## src/rtl/bht_branch_predictor.sv

```systemverilog
// rtl/bht_branch_predictor.sv - branch history table of 2-bit saturating counters
//
// Purpose:
//   Supplies the taken/not-taken prediction to fetch and is trained by execute
//   with the resolved branch outcome. It also raises the decode/execute flush
//   on a mispredict and keeps branch and mispredict statistics. After reset, or
//   on a table-flush request, an init sweep writes INIT_STATE into every entry.
//
// Ports:
//   clk                 clock, all state on the rising edge
//   rst                 synchronous active-high reset
//   PCF                 fetch-stage PC used for the lookup
//   Predict_branchF     prediction for PCF (1 = taken), 0 until the table is ready
//   PCE                 execute-stage PC of the branch being resolved
//   StateUpdateEnable   execute holds a branch or jump this cycle
//   PCSrcE              resolved outcome (1 = taken)
//   Prediction_Correct  execute's verdict on the prediction it carried
//   table_flush         one-cycle request to re-initialise the table
//   ready               table initialised and in RUN
//   FlushD / FlushE     flush decode / execute registers on a mispredict
//   branch_count        resolved branches/jumps since reset
//   mispredict_count    mispredicts since reset

module bht_branch_predictor #(
    parameter int         INDEX_BITS = 6,
    parameter logic [1:0] INIT_STATE = 2'b01
) (
    input  logic        clk,
    input  logic        rst,
    input  logic [31:0] PCF,
    output logic        Predict_branchF,
    input  logic [31:0] PCE,
    input  logic        StateUpdateEnable,
    input  logic        PCSrcE,
    input  logic        Prediction_Correct,
    input  logic        table_flush,
    output logic        ready,
    output logic        FlushD,
    output logic        FlushE,
    output logic [31:0] branch_count,
    output logic [31:0] mispredict_count
);

    localparam int                    ENTRIES  = 1 << INDEX_BITS;
    localparam logic [INDEX_BITS-1:0] PTR_LAST = '1;

    typedef enum logic {
        S_INIT = 1'b0,
        S_RUN  = 1'b1
    } state_t;

    state_t                r_state;
    state_t                w_next_state;
    logic [INDEX_BITS-1:0] r_ptr;
    logic [INDEX_BITS-1:0] w_next_ptr;

    // Counter storage is deliberately not reset; the sweep initialises it.
    logic [1:0]            r_table [ENTRIES];

    logic [31:0]           r_branch_count;
    logic [31:0]           r_mispredict_count;

    logic [INDEX_BITS-1:0] w_lookup_idx;
    logic [INDEX_BITS-1:0] w_update_idx;
    logic [1:0]            w_lookup_entry;
    logic [1:0]            w_update_entry;
    logic [1:0]            w_trained;
    logic                  w_wr_en;
    logic [INDEX_BITS-1:0] w_wr_idx;
    logic [1:0]            w_wr_data;
    logic                  w_mispredict;

    // No tags: the PC bits outside the index are intentionally ignored.
    logic                  w_unused;
    assign w_unused = &{1'b0, PCF[31:INDEX_BITS+2], PCF[1:0],
                              PCE[31:INDEX_BITS+2], PCE[1:0]};

    assign w_lookup_idx   = PCF[INDEX_BITS+1:2];
    assign w_update_idx   = PCE[INDEX_BITS+1:2];
    assign w_lookup_entry = r_table[w_lookup_idx];
    assign w_update_entry = r_table[w_update_idx];

    // ------------------------------------------------------------------
    // Sweep FSM
    // ------------------------------------------------------------------
    always_ff @(posedge clk) begin
        if (rst) begin
            r_state <= S_INIT;
            r_ptr   <= '0;
        end else begin
            r_state <= w_next_state;
            r_ptr   <= w_next_ptr;
        end
    end

    always_comb begin
        w_next_state = r_state;
        w_next_ptr   = r_ptr;
        if (r_state == S_INIT) begin
            if (table_flush) begin
                w_next_ptr = '0;
            end else begin
                // Pointer wraps to 0 on the last entry, leaving it ready for
                // the next sweep.
                w_next_ptr = r_ptr + INDEX_BITS'(1);
                if (r_ptr == PTR_LAST) begin
                    w_next_state = S_RUN;
                end
            end
        end else begin
            if (table_flush) begin
                w_next_state = S_INIT;
                w_next_ptr   = '0;
            end
        end
    end

    assign ready = (r_state == S_RUN);

    // ------------------------------------------------------------------
    // Table write port: the sweep owns it in INIT, execute training in RUN
    // ------------------------------------------------------------------
    always_comb begin
        w_trained = w_update_entry;
        if (PCSrcE) begin
            if (w_update_entry != 2'b11) begin
                w_trained = w_update_entry + 2'd1;
            end
        end else begin
            if (w_update_entry != 2'b00) begin
                w_trained = w_update_entry - 2'd1;
            end
        end
    end

    always_comb begin
        w_wr_en   = 1'b0;
        w_wr_idx  = '0;
        w_wr_data = '0;
        if (r_state == S_INIT) begin
            w_wr_en   = 1'b1;
            w_wr_idx  = r_ptr;
            w_wr_data = INIT_STATE;
        end else if (StateUpdateEnable) begin
            w_wr_en   = 1'b1;
            w_wr_idx  = w_update_idx;
            w_wr_data = w_trained;
        end
    end

    // Reset suppresses any write in flight so a pending update is lost.
    always_ff @(posedge clk) begin
        if (!rst && w_wr_en) begin
            r_table[w_wr_idx] <= w_wr_data;
        end
    end

    // Lookup reads the pre-update value; there is no write-to-read bypass.
    assign Predict_branchF = ready & w_lookup_entry[1];

    // ------------------------------------------------------------------
    // Mispredict flush and statistics
    // ------------------------------------------------------------------
    assign w_mispredict = StateUpdateEnable & ~Prediction_Correct;
    assign FlushD       = ~rst & w_mispredict;
    assign FlushE       = ~rst & w_mispredict;

    always_ff @(posedge clk) begin
        if (rst) begin
            r_branch_count     <= '0;
            r_mispredict_count <= '0;
        end else begin
            if (StateUpdateEnable) begin
                r_branch_count <= r_branch_count + 32'd1;
            end
            if (w_mispredict) begin
                r_mispredict_count <= r_mispredict_count + 32'd1;
            end
        end
    end

    assign branch_count     = r_branch_count;
    assign mispredict_count = r_mispredict_count;

endmodule

```

## config.mk

```make
export PLATFORM = sky130hd
export DESIGN_NAME = bht_branch_predictor
export DESIGN_NICKNAME = d
export VERILOG_FILES = /design/src/rtl/bht_branch_predictor.sv
export SDC_FILE = /design/constraint.sdc
export NUM_CORES = 1
export LEC_CHECK = 0
export CAP_MARGIN = 20
export CORE_MARGIN = 2
export CORE_UTILIZATION = 50
export DETAILED_ROUTE_END_ITERATION = 16
export PLACE_DENSITY = 0.73
export RECOVER_POWER = 50
export SLEW_MARGIN = 20
export SYNTH_ARGS = -nofsm -noshare
export SYNTH_HDL_FRONTEND = slang
export SYNTH_SLANG_ARGS = --single-unit
```

## constraint.sdc

```tcl
create_clock -name clk -period 5.9 [get_ports clk]
set_input_delay 1.18 -clock clk [delete_from_list [all_inputs] [get_ports clk]]
set_output_delay 1.18 -clock clk [all_outputs]
set_load 0.02 [all_outputs]
```

# == Word level (Yosys, flattened, before mapping) ==
# Memories as Yosys holds them, arrays and structs flattened.
# Cells that the tools add are included.
# totals
reg_bits,71
latch_bits,0
mem_bits_rw,128
mem_bits_ro,0
inputBits,70
output_inout_bits,68
word_cells,39
n_memories,1
# memory_table
memory,words,width,read_ports,rd_ports_with_merged_regs,wr,line_no,text
r_table,64,2,2,0,1,58,logic [1:0] r_table [ENTRIES];
# classes
n_addsub,5
n_mul,0
n_div,0
n_lt_le_gt_ge,0
n_eq_ne,3
shift,0
n_mux,18
bitwise,5
reduce_logical,3
# ops
cell,count
"32-bit by 1-bit adder with 32-bit output, second input constant",2
6-bit 2-to-1 mux,5
2-bit 2-to-1 mux,5
1-bit 2-to-1 mux,8
"6-bit by 1-bit adder with 6-bit output, second input constant",1
"6-bit == test, second input constant",1
"2-bit inequality test, second input constant",2
1-bit AND,3
"2-bit by 1-bit adder with 2-bit output, second input constant",1
1-bit NOT,2
2-bit nonzero test,1
"2-bit by 1-bit subtractor with 2-bit output, second input constant",1
1-bit logical AND,1
1-bit logical NOT,1

# == Longest topological paths before layout ==
# An unclocked memory read counts as a cell.
# logic_depth
word_depth,6
mapped_depth,9
ltp_nobuf,6

# == Worst setup path after synthesis ==
# Ideal clock, no wire load.
# synth_path
path_type,input port to flip-flop
from,in PCE[3]
to,mem r_table[0][1] (data pin)
arrival_time_ns,4.303
required_ns,5.352
setup_slack_ns,1.049
path_stages,9
path_buffers,3
cell_sequence,buf_2 buf_2 buf_2 mux2i_1 a22oi_1 nand3_1 nand4b_1 nand4bb_1 a21oi_1
# synth_between
elab_chain_cells,6
elab_cells_between_ends,10
classes_between,add/sub (2); eq/ne (1); mux (5); reduce/logical (1); memory (1)
# synth_lines
element,line_no,text
from (decl),32,"input logic [31:0] PCE,"
memory 64 x 2 bit (*),n/a,
"2-bit by 1-bit subtractor with 2-bit output, or another cell as far along",131,w_trained = w_update_entry - 2'd1;
2-bit 2-to-1 mux (on tied branches),"130, 126",
2-bit 2-to-1 mux (*),125,if (PCSrcE) begin
2-bit 2-to-1 mux (*),144,end else if (StateUpdateEnable) begin
2-bit 2-to-1 mux (*),140,if (r_state == S_INIT) begin
via w_wr_data[1],70,logic [1:0] w_wr_data;
to (decl),58,
# Mark *: on every way through the listed nets, which the timed path passes. The rest lies on a longest branch.

# == Worst setup path in the final report ==
# layout_path
from,in PCF[2]
to,out Predict_branchF
# layout_between
elab_chain_cells,2
# layout_lines
element,line_no,text
from (decl),30,"input logic [31:0] PCF,"
memory 64 x 2 bit,n/a,
1-bit AND,159,assign Predict_branchF = ready & w_lookup_entry[1];
to (decl),31,"output logic Predict_branchF,"
# No other way between the ends.

==> out/summary.md <==
The cell-internal power came out at 0.00213 W. The tightest slew margin relative to the limit is 26.5%, and the die outline height is 139 microns. The run gives 53.6% as the share of total power in sequential cells. Category of the most critical setup path: input port to primary output. The number of nets in the finished design was 904. The clock net in this run drives a total of 199 sinks. The proportion of synthesized chip area in sequential cells came out at 57.8%. Placed instance count: 1041.

In this run the deepest clock path goes through 2 buffers. Summing the areas of all and, or, nand and nor instances in the mapped netlist gives 15.5% of the synthesized area. For this run, design rule violations remaining after detail routing come to 0. For this run, the top clock speed supported by timing is 0.188 GHz.

By area, the combinational part of the netlist is dominated by simple AND/OR/NAND/NOR gates. The average instance in the mapped netlist occupies 12.1 sq um. The synthesized netlist devotes 5.52% of its cell area to compound gates. The setup check on the worst reg-to-reg path leaves a slack of 3240 ps. The critical-path maximum fanout was 16. During synthesis, Yosys emitted a total of 0 warnings.

In this run, synthesis inferred 128 flip-flops with an integrated enable. For this run, the leading register cell type out of synthesis is sky130_fd_sc_hd__edfxtp_1. The clock network fraction of total power was 41.4%.

The worst hold path belongs to the class flop to flop. Across the routed clock network, the largest skew measured is 11.2 ps. The logs give 754 for the number of instances in the synthesized netlist and 0 for the post-CTS repair timing setup buffer count.

Setup repair after global routing left no endpoint under its margin. The final critical path takes up 90.1% of the cycle. Counting instances, the worst hold path has a depth of 2. Counting the fill cells in the layout gives 1434. The first global-routing pass estimated 32.9 mm of wire. The floorplan has 49 rows. The post-route netlist has 10.5% of its cells at a drive strength greater than 1. Wires add up to 20.4 mm.

IR analysis of the VDD net gives a maximum drop of 0.000273 V. The total half-perimeter wirelength after legalization and detailed placement was 14.0 mm. The run gives 1073 as the number of cells in the finished layout apart from fillers.

Number of nets with antenna violations after routing: 0. Measured along the x axis, the die boundary spans 139 microns. The number of H-tree levels was 4.

For hold timing, the worst endpoint is mispredict_count[16]. TritonCTS built the clock tree. The sort of element at the start of the critical path is an input port. For the cell area after placement, the log shows 0.0102 sq mm.

The endpoint of the worst-slack reg-to-reg timing path was mispredict_count[28]. For this run the aggregate overflow at the end of global routing stands at 0. The share of synthesized registers carrying an async set or reset is 0%, and the core region area is 0.0179 sq mm. The startpoint identified for the worst register-to-register timing path is mispredict_count[0].

Last weighted congestion value of the routability-driven placer: 0.880. The endpoint arrival time on the critical path was 4140 ps; the path depth of the worst reg2reg path was 6. The number of antenna diodes in the final layout is 0.

The tools report the via count of the first global-routing pass as 6414. The detailed router placed 6375 vias in this run. Of the total synthesized cell area, the portion taken by XOR and XNOR cells is 4.80%. For the final-report max-slew violation count, the log shows 0. Area of the die: 0.0193 sq mm.

Summed over all cells, the static leakage comes to 3.85 nW. The total power per unit cell area is 255 mW/mm^2. The switching portion of total power is 22.5%. Registers take 0.00527 sq mm. The share of synthesized cell area in full adder, half adder and majority cells came out at 0.412%. Setup violations remaining at the end of the flow were counted as 0. At the pin with the least slew margin, the transition time is 1100 ps. The number of nets in the synthesized netlist is 827.

STA classifies the critical path endpoint as a primary output. In the global route stage, overall resource usage came out at 21.5%. After clock tree synthesis, the clock-pin slew on the worst setup and hold paths is 70 ps. Data on the critical path is required at its endpoint by 4720 ps. Pin placement for this block handled 138 I/O pins. Counting flops and latches in the post-synthesis netlist gives 199. Wire length per cell after detailed routing: 19.0 microns. The starting density of the core is 50.9%, and the area of the multi-input gates is 0.00365 sq mm.

Combinational cells account for 5.0% of the total power. Entering global routing, the biggest net connects 69 pins. The number of antenna violations at the first check in global routing is 0, and the number of buffers added to fix hold violations after cts is 0.

Before antenna repair, the detailed router went through 8 iterations. The netlist uses 54 different library cells. The number of clock buffers added by TritonCTS is 17. Using the TritonRoute via totals, the vias-per-cell ratio works out to 5.94. The share of synthesized area spent on multiplexers works out to 13.7%. The critical path starts at PCF[2].

Clock latency on the worst-skew pair, taken at its later pin, is 440 ps. The relative area change from synthesis to final layout came out at 18.2%. For this design the total switching power over the nets is 0.000619 W. The tool flagged a number of max-cap violations equal to 0. After routing, the total negative slack on setup checks comes to 0 ps.

The finished cells cover 0.0108 sq mm. The tools report the root cell of the clock tree as sky130_fd_sc_hd__clkbuf_16. The clock period could shrink to 5320 ps. For this block, the initial DRC count from the detailed router was 660. The run gives 0 as the final hold violation count. In this run the tool buffered the top-level ports with 85 buffer cells. Gates resized during post-CTS repair numbered 0.

The area of the mapped netlist was 0.00911 sq mm. The flow ran to the end, and the final reports show no timing, DRC or antenna violations. The startpoint identified for the worst hold timing path is mispredict_count[16].
-- layout by cell type, fill, tap and decap left out, types with 4 or more instances in the layout --
cell type,netlist,layout
sky130_fd_sc_hd__dlygate4sd3_1,0,66
sky130_fd_sc_hd__mux2i_1,31,31
sky130_fd_sc_hd__a22oi_1,8,8
sky130_fd_sc_hd__o21ai_0,22,22
sky130_fd_sc_hd__nand2_1,48,48
sky130_fd_sc_hd__nand4b_1,4,4
sky130_fd_sc_hd__dfxtp_1,71,71
sky130_fd_sc_hd__or3_1,18,18
sky130_fd_sc_hd__nand3_1,25,25
sky130_fd_sc_hd__inv_8,0,5
sky130_fd_sc_hd__mux4_2,41,41
sky130_fd_sc_hd__buf_4,2,8
sky130_fd_sc_hd__edfxtp_1,128,128
sky130_fd_sc_hd__and4_1,6,6
sky130_fd_sc_hd__nor4_1,4,4
sky130_fd_sc_hd__nor2b_1,7,7
sky130_fd_sc_hd__nand4_1,16,16
sky130_fd_sc_hd__clkbuf_16,0,17
sky130_fd_sc_hd__a221oi_1,4,4
sky130_fd_sc_hd__nor2_1,136,136
sky130_fd_sc_hd__xnor2_1,24,24
sky130_fd_sc_hd__clkdlybuf4s50_1,0,17
sky130_fd_sc_hd__a21oi_1,22,21
sky130_fd_sc_hd__and3_1,9,9
sky130_fd_sc_hd__nor3_1,10,10
sky130_fd_sc_hd__xor2_1,26,26
sky130_fd_sc_hd__inv_1,13,13
sky130_fd_sc_hd__inv_6,0,4
-- power by group through the flow --
stage | Sequential (W) | Clock (W) | Combinational [W]
2_1_floorplan | 0.00150 | 0 | 0.0000905
3_3_place_gp | 0.00150 | 0 | 0.000135
3_5_place_dp | 0.00150 | 0 | 0.000137
4_1_cts | 0.00147 | 0.00115 | 0.000138
5_1_grt | 0.00147 | 0.00121 | 0.000147
6_report | 0.00147 | 0.00114 | 0.000138
-- flip-flops by register name (all words and copies together) (netlist names) --
name / flops
mispredict_count: 32
ready: 1
r_ptr: 6
r_table: 128
branch_count: 32
-- per-layer routing --
metal,GRT usage (%),wire (microns),part of all wire (%)
met1,26.7,8150,40
met2,37.0,10400,51
met3,5.11,1370,6.7
met4,7.34,467,2.3
met5,0,0,0
-- per-stage QoR --
stage	setup WS [ps]	util, %	hold WS, ps	total power (W)
2_1_floorplan	1050	-	472	0.00159
3_3_place_gp	592	56.9	479	0.00164
3_5_place_dp	571	56.9	489	0.00164
4_1_cts	570	60.2	499	0.00276
5_1_grt	535	60.2	546	0.00283
6_report	582	60.2	499	0.00275
-- synthesized netlist by cell type (3+ instances only) --
cell	count	area (sq um)
sky130_fd_sc_hd__a221oi_1	4	35.0
sky130_fd_sc_hd__nand4b_1	4	35.0
sky130_fd_sc_hd__nor3_1	10	50.1
sky130_fd_sc_hd__mux4_2	41	923
sky130_fd_sc_hd__nor2_1	136	510
sky130_fd_sc_hd__mux2i_1	31	310
sky130_fd_sc_hd__nand3_1	25	125
sky130_fd_sc_hd__o21ai_0	22	110
sky130_fd_sc_hd__and2_1	3	18.8
sky130_fd_sc_hd__inv_1	13	48.8
sky130_fd_sc_hd__a21oi_1	22	110
sky130_fd_sc_hd__clkbuf_1	24	90.1
sky130_fd_sc_hd__and3_1	9	56.3
sky130_fd_sc_hd__or3_1	18	113
sky130_fd_sc_hd__ha_1	3	37.5
sky130_fd_sc_hd__nor2b_1	7	43.8
sky130_fd_sc_hd__nor4_1	4	25.0
sky130_fd_sc_hd__buf_1	4	15.0
sky130_fd_sc_hd__nand2b_1	3	18.8
sky130_fd_sc_hd__nand2_1	48	180
sky130_fd_sc_hd__nand3b_1	3	22.5
sky130_fd_sc_hd__xnor2_1	24	210
sky130_fd_sc_hd__xor2_1	26	228
sky130_fd_sc_hd__o31ai_1	3	22.5
sky130_fd_sc_hd__dfxtp_1	71	1420
sky130_fd_sc_hd__o22a_1	3	26.3
sky130_fd_sc_hd__a22oi_1	8	60.1
sky130_fd_sc_hd__buf_2	6	30.0
sky130_fd_sc_hd__edfxtp_1	128	3840
sky130_fd_sc_hd__nand4_1	16	100
sky130_fd_sc_hd__and4_1	6	52.6
-- cell type report --
type,instances,share of cell area [%]
Tap cell,229,2.66
Sequential cell,199,48.9
Multi-Input combinational cell,505,33.9
Clock inverter,15,1.45
Inverter,13,0.453
Timing Repair Buffer,95,8.73
Clock buffer,17,3.95
-- worst max-delay path: stages --
cell	delay [ps]
sky130_fd_sc_hd__clkdlybuf4s50_1	510
sky130_fd_sc_hd__buf_12	190
sky130_fd_sc_hd__mux4_2	510
sky130_fd_sc_hd__mux4_2	510
sky130_fd_sc_hd__mux4_2	470
sky130_fd_sc_hd__and2_1	200
sky130_fd_sc_hd__clkdlybuf4s50_1	540
-- how the worst max path moves through the flow --
stage	cells past startpoint	end	slack [ps]
2_1_floorplan	9	r_table[0][1]	1050
3_3_place_gp	7	Predict_branchF	590
3_5_place_dp	7	Predict_branchF	570
4_1_cts	7	Predict_branchF	570
5_1_grt	7	Predict_branchF	540
6_report	7	Predict_branchF	580
-- cell families (layout without fill, tap and decap cells) --
group           count (synthesis)  after routing
flops                         199            199
fa+ha+maj                       3              3
xor+xnor                       50             50
compound gates                 79             79
simple gates                  300            300
buf+inv                        50            140
mux                            73             73
(Power assumes the default switching activity.)
